File: src/rtl/led_event_status.sv
// Board status LED event indicator.
// Each channel edge-detects its event input and shows it as sticky, stretched,
// blinking-sticky or disabled. It also keeps a saturating 8-bit event count.
// LED bits above the channels show a free-running heartbeat counter.
module led_event_status #(
   parameter int NUM_CH      = 4,
   parameter int LED_W       = 8,
   parameter int HB_W        = 30,
   parameter int HB_MSB      = 25,
   parameter int BLINK_BIT   = 22,
   parameter int STRETCH_CYC = 1000000
) (
   input  logic                  clk_100m,
   input  logic                  reset,
   input  logic [NUM_CH-1:0]     ev_in,
   input  logic [NUM_CH-1:0]     ev_clr,
   input  logic [2*NUM_CH-1:0]   ev_mode,
   output logic [NUM_CH-1:0]     ev_held,
   output logic [8*NUM_CH-1:0]   ev_cnt,
   output logic [LED_W-1:0]      led
);

   localparam int SCNT_W = $clog2(STRETCH_CYC + 1);
   localparam logic [SCNT_W-1:0] SCNT_LOAD = SCNT_W'(STRETCH_CYC - 1);

   typedef enum logic {IDLE, HELD} ch_state_t;

   logic [NUM_CH-1:0] ev_d;
   logic [NUM_CH-1:0] rise;
   logic [HB_W-1:0]   hb_cnt;
   logic [NUM_CH-1:0] led_ch;

   ch_state_t         state     [NUM_CH];
   logic [SCNT_W-1:0] scnt      [NUM_CH];
   ch_state_t         state_nxt [NUM_CH];
   logic [SCNT_W-1:0] scnt_nxt  [NUM_CH];
   logic [7:0]        cnt_nxt   [NUM_CH];
   logic [NUM_CH-1:0] led_nxt;

   // Per-channel next state, stretch counter, event count and LED bit
   always_comb begin
      rise = ev_in & ~ev_d;
      for (int c = 0; c < NUM_CH; c++) begin
         state_nxt[c] = state[c];
         scnt_nxt[c]  = scnt[c];
         cnt_nxt[c]   = ev_cnt[8*c +: 8];
         led_nxt[c]   = 1'b0;

         case (ev_mode[2*c +: 2])
            2'd3: begin
               // Disabled: drop any indication and ignore edges
               state_nxt[c] = IDLE;
               scnt_nxt[c]  = '0;
            end
            2'd1: begin
               // Stretch: a new edge always reloads, even over a clear
               if (rise[c]) begin
                  state_nxt[c] = HELD;
                  scnt_nxt[c]  = SCNT_LOAD;
               end else if (ev_clr[c]) begin
                  state_nxt[c] = IDLE;
                  scnt_nxt[c]  = '0;
               end else if (state[c] == HELD) begin
                  if (scnt[c] == '0) state_nxt[c] = IDLE;
                  else               scnt_nxt[c] = scnt[c] - SCNT_W'(1);
               end
            end
            default: begin
               // Sticky and blink-sticky: set wins over clear; counter parked at 0
               if (rise[c])        state_nxt[c] = HELD;
               else if (ev_clr[c]) state_nxt[c] = IDLE;
               scnt_nxt[c] = '0;
            end
         endcase

         if (ev_clr[c]) begin
            cnt_nxt[c] = (rise[c] && ev_mode[2*c +: 2] != 2'd3) ? 8'd1 : 8'd0;
         end else if (rise[c] && ev_mode[2*c +: 2] != 2'd3 && cnt_nxt[c] != 8'hFF) begin
            cnt_nxt[c] = cnt_nxt[c] + 8'd1;
         end

         case (ev_mode[2*c +: 2])
            2'd0, 2'd1: led_nxt[c] = (state_nxt[c] == HELD);
            2'd2:       led_nxt[c] = (state_nxt[c] == HELD) & hb_cnt[BLINK_BIT];
            default:    led_nxt[c] = 1'b0;
         endcase
      end
   end

   // Channel FSMs, edge-detect history, counts, heartbeat and channel LED register
   always_ff @(posedge clk_100m) begin
      if (reset) begin
         ev_d    <= '0;
         hb_cnt  <= '0;
         ev_held <= '0;
         ev_cnt  <= '0;
         led_ch  <= '0;
         for (int c = 0; c < NUM_CH; c++) begin
            state[c] <= IDLE;
            scnt[c]  <= '0;
         end
      end else begin
         ev_d   <= ev_in;
         hb_cnt <= hb_cnt + HB_W'(1);
         led_ch <= led_nxt;
         for (int c = 0; c < NUM_CH; c++) begin
            state[c]         <= state_nxt[c];
            scnt[c]          <= scnt_nxt[c];
            ev_held[c]       <= (state_nxt[c] == HELD);
            ev_cnt[8*c +: 8] <= cnt_nxt[c];
         end
      end
   end

   generate
      if (LED_W > NUM_CH) begin : g_hb
         logic [LED_W-NUM_CH-1:0] led_hb;

         // Heartbeat LEDs trail the heartbeat counter by one cycle
         always_ff @(posedge clk_100m) begin
            if (reset) led_hb <= '0;
            else       led_hb <= hb_cnt[HB_MSB -: (LED_W - NUM_CH)];
         end

         assign led = {led_hb, led_ch};
      end else begin : g_no_hb
         assign led = led_ch;
      end
   endgenerate

endmodule

File: config.mk
export PLATFORM = sky130hd
export DESIGN_NAME = led_event_status
export DESIGN_NICKNAME = d
export VERILOG_FILES = /design/src/rtl/led_event_status.sv
export SDC_FILE = /design/constraint.sdc
export NUM_CORES = 1
export LEC_CHECK = 0
export ABC_AREA = 1
export CORE_ASPECT_RATIO = 2
export CORE_UTILIZATION = 60
export DETAILED_ROUTE_END_ITERATION = 7
export PLACE_DENSITY = 0.81
export SLEW_MARGIN = 20
export SYNTH_ARGS = -nofsm -noshare
export SYNTH_HDL_FRONTEND = slang
export SYNTH_SLANG_ARGS = --single-unit
File: constraint.sdc
create_clock -name clk_100m -period 1.9 [get_ports clk_100m]
set_input_delay 0.475 -clock clk_100m [delete_from_list [all_inputs] [get_ports clk_100m]]
set_output_delay 0.475 -clock clk_100m [all_outputs]
set_load 0.03 [all_outputs]
* Yosys cells after proc, flatten, opt, wreduce, memory -nomap -nowiden *
Memories as Yosys holds them, arrays and structs flattened.
Index checks and enable logic that the tools add are counted.

storage, ports and cells
  register bits after elaboration = 78
  RAM bits = 84
  bits of input ports = 18
  output and inout bits = 44
  word-level logic and storage cells = 153
  memories kept = 2

cells by class
  $add $sub $neg = 9
  eq/ne operators = 20
  muxes and demuxes = 75
  bitwise operators = 14
  reductions and logical operators = 24

memories
  memory  words  width  read ports  clocked after memory_dff  wr ports  RTL line  RTL
  scnt    4      20     4           0                         4         34        logic [SCNT_W-1:0] scnt [NUM_CH];
  state   4      1      4           0                         4         33        ch_state_t state [NUM_CH];

operators by type and width
  cell                     count
  $mux W20                 24
  $logic_not A20 Y1        4
  $sub A20 B1 Y20 const B  4
  $mux W8                  8
  $mux W1                  35
  $add A8 B1 Y8 const B    4
  $ne A8 B8 Y1 const B     4
  $add A30 B1 Y30 const B  1
  $eq A2 B2 Y1 const B     8
  $pmux W1 S2              8
  $eq A2 B1 Y1 const B     4
  $logic_and A1 B1 Y1      8
  $logic_not A2 Y1         4
  $ne A2 B2 Y1 const B     4
  $or A1 B1 Y1             8
  $reduce_bool A2 Y1       4
  $reduce_or A2 Y1         4
  $and A1 B1 Y1            4
  $and A4 B4 Y4            1
  $not A4 Y4               1

* Longest topological paths before layout *
  depth in word-level cells = 8
  depth in mapped cells = 13
  gate-level depth less buffers = 13

* Worst setup path before layout *
No wires, ideal clock.

  path kind = reg-to-reg
  start = register ev_cnt[1]
  end = register ev_cnt[7]
  setup time = 0.116 ns
  data arrival time = 1.697 ns
  data required time = 1.784 ns
  setup slack = 0.087 ns
  cell stages (with the launch flop) = 11
  path buffers = 0
  clock period less this slack = 1.813 ns
  cells stage by stage = dfxtp_1 ha_1 inv_1 nor2_1 nand2_1 nor2_1 nand3_1 nand2_1 nand2_2 a21oi_1 nor2_1

between the ends
  cells in the longest elaborated chain, start to end = 3
  elaborated cells between the ends (all ways) = 6
  those cells by class = add/sub: 1; eq/ne: 1; mux: 2; reduce/logical: 2

ends and longest elaborated chain
  element                                         RTL line  RTL
  start, declared                                 19        output logic [8*NUM_CH-1:0] ev_cnt,
  start signal, assigned by index                 110       ev_cnt[8*c +: 8] <= cnt_nxt[c];
  $add A8 B1 Y8 or $ne A8 B8 Y1 (tied branches)   79, 78
  $mux W8 or $logic_and A1 B1 Y1 (tied branches)  78        end else if (rise[c] && ev_mode[2*c +: 2] != 2'd3 && cnt_nxt[c] != 8'hFF) begin
  $mux W8 or $reduce_bool A2 Y1 (tied branches)   --

Parallel ways exist; a longest one is shown, timed or not. The select of a mux whose other input is x is not followed.
A chain may end at the register's enable or synchronous reset.

* Final worst setup path *
  start = register ev_cnt[19]
  end = output port ev_cnt[19]

No word-level cell between the ends.

==> results.toml <==
[synthesis]
yosys.area_share.simple = 0.4020
synth_largest_area_cell = "dfxtp_1"
synth.area.top_cells = "dfxtp_1, nand2_1, nor2_1"
netlist_area_um2 = 8673
synth_ff_type = "dfxtp_1"
synth_xor_area_frac = 0.03130
ys_types = 39
seq_area_frac_synth = 0.3555
synth-edff-count = 0
synth_fa_ha_area_frac = 0.01731
yosys_warnings = 0
synthesis.nets = 1407
post-synth-top-area-fraction = 0.3555
synthArstFlopShare = 0
syn_area_per_cell_um2 = 6.299
synth_top_family_by_area = "simple AND/OR/NAND/NOR gates"
ys_ff_latch = 154
syn_inst = 1377
synth_compound_area_frac = 0.09709
synthMuxAreaShare = 0

[die]
fp.dieH_um = 172.0
dieArea_um2 = 14970
rows = 61
ioPinCount = 62
die_width_um = 87.02
core_um2 = 13970
start_util = 0.6210

[worst_setup_path]
slowest_delay_ns = 0.45
worst-path-buf-inv = 1
crit_chain = "dlygate4sd2_1"
critPathTopFamily = "flip-flops"
path_max_fanout = 5
cp-start-kind = "flop"
critPathSlowestCell = "dfxtp_1"
arrival_ns = 1.32
worst_setup_path_end_kind = "primary output"
critPathRequiredTime_ns = 1.42
worstSetupPathType = "flop to primary output"

[route]
ant_nets = 0
wl_per_cell_um = 13.18
wl_um = 22220
post_drt_via_cell_ratio = 5.394
route.vias.total = 9095
drc = 0
drt_iter0_drc = 441
dr.pass1.iters = 7

[timing]
slew_violations = 0
fin_crit_sh = 0.9463
setup-violations-final = 0
finalCriticalPeriod_ns = 1.798
finalHoldViolCount = 0
fmax_mhz = 556.2
setup_ws_ns = 0.1019
maxSlewHeadroom = 0.6105
skew_ns = 0.01152
worst_pin_slew_ns = 0.5820
rsz0062_at_grt = "yes"

[global_route]
grt-ovfl-total = 0
antenna_found_initial = 0
first_global_vias = 8677
grt_pass1_wl_um = 36940
grt_max_degree = 25
grt_usage = 0.3116

[clock_tree]
clockRootBuffer = "clkbuf_16"
cts.sinks = 154
postCtsHoldBufs = 0
htree_levels = 4
cts_tree = "done"
path_clk_slew_ns = 0.07
cts_buffers = 17
clk_latency_ns = 0.44
cts_max_path_buffers = 2

[cells_and_area]
fill_cells = 1223
fin_util = 0.7373
multi_input_area_um2 = 4778
finish.instance_area_um2 = 10300
layout-area-overhead-vs-synth_pct = 18.74
drive_above_1_share = 0.08484
n_antenna_cell = 0
nets = 1514
register_area_um2 = 3088
fin_cells = 1686

[power]
power_frac_comb = 0.149
pwr_density_cell_nw_per_um2 = 746.9
p_int_w = 0.005436
switchingPower_w = 0.002256
leakagePower_nw = 4.923
ir_drop_mv = 0.6927
clkPwrFrac = 0.416
seqPwrFrac = 0.435
swShare = 0.2933
finalPower_w = 0.007692

[placement]
gp_congestion = 0.9407
dp_hpwl_um = 17040
dp.cells = 1654
port_buffers = 61
place_area_um2 = 9751
dp_slack_ns = -0.4432

[outcome]
status = "finished, final reports clean"

[flow_run]
cap_violations = 0

[min_path]
min_path_type = "primary input to flop"
sequential cells by signal, indices dropped and copies added (netlist names):
register / flops
scnt: 80
ev_cnt: 32
hb_cnt: 26
ev_d: 4
g_hb.led_hb: 4
led_ch: 4
ev_held: 3
state: 1
path summary, 6_finish.rpt:
path / endpoint / from / depth (start not counted) / slack (ns)
max: ev_cnt[19] / ev_cnt[19] / 1 / 0.10
min: ev_cnt[0] / reset / 2 / 0.35
max reg2reg: scnt[3][13] / scnt[3][0] / 8 / 0.14
min reg2reg: hb_cnt[25] / hb_cnt[25] / 2 / 0.46
final cells by class:
class                   instances  area share
clock buffers                  18     0.04264
clock inverters                14     0.01057
inverters                     177     0.06488
flip-flops and latches        154      0.2998
well taps                     189     0.02296
repair buffers                114     0.09513
multi-input cells            1020      0.4640
per-layer routing:
metal,vias to the layer above,global-route usage,part of all wire
met5,-,0,0
met2,237,0.6268,0.56
li1,4600,-,-
met1,4169,0.2828,0.36
met3,89,0.05632,0.033
met4,0,0.1638,0.041
metrics by stage:
stage	setup TNS, ns	hold WS, ns
after CTS	0	0.3578
final	0	0.3540
after detailed placement	-14.12	0.4485
after floorplan	0	0.4250
after global placement	-10.76	0.4416
after global routing	-0.07365	0.3595
logic make-up (layout without fill, tap and decap cells):
group,count (synthesis),in the layout
compound gates,160,160
xor+xnor,31,31
fa+ha+maj,12,12
buf+inv,203,323
flops,154,154
simple gates,817,817
power groups by stage:
| stage | registers, W | clock network (W) | logic, W |
|---|---|---|---|
| 4_1_cts | 0.00334 | 0.00321 | 0.00114 |
| 5_1_grt | 0.00335 | 0.00337 | 0.00129 |
| 3_5_place_dp | 0.00342 | 0 | 0.00114 |
| 6_report | 0.00335 | 0.00320 | 0.00115 |
| 3_3_place_gp | 0.00341 | 0 | 0.00111 |
| 2_1_floorplan | 0.00342 | 0 | 0.000782 |
placed cells by master (no fill, tap or decap), types with 16 or more instances in the layout:
cell type        count
clkbuf_16           17
nand2_1            331
a31oi_1             16
o21ai_0             44
nor2_1             255
clkdlybuf4s50_1     16
dlygate4sd2_1       39
nor3_1              28
nand3_1            140
xor2_1              21
buf_4               52
a21oi_1             92
dfxtp_1            150
inv_1              167
Yosys cell counts, types with 2 or more instances:
master,instances
ha_1,12
nand2_2,2
a31oi_1,16
nor3_1,28
o21ai_0,44
xor2_1,21
nand3_1,140
nor2_2,6
buf_6,2
inv_1,167
nand2_1,334
o21a_1,2
nand2_4,2
a21oi_1,92
nor2_4,2
nor3b_1,2
nor2_1,263
inv_2,5
nand3b_1,14
o21bai_1,3
buf_4,5
buf_8,2
clkinv_1,5
and2_1,2
xnor2_1,10
a21o_1,2
clkbuf_1,11
or2_2,3
dfxtp_1,154
nand4_1,13
buf_2,4
nand3_4,2
repair_timing:
item	in CTS	in global routing
setup buffers	0	0
endpoints found under the setup margin	39	33
resized for setup	39	21
hold endpoints to repair	0	0
Note: power is estimated with default switching activity, not from simulation.
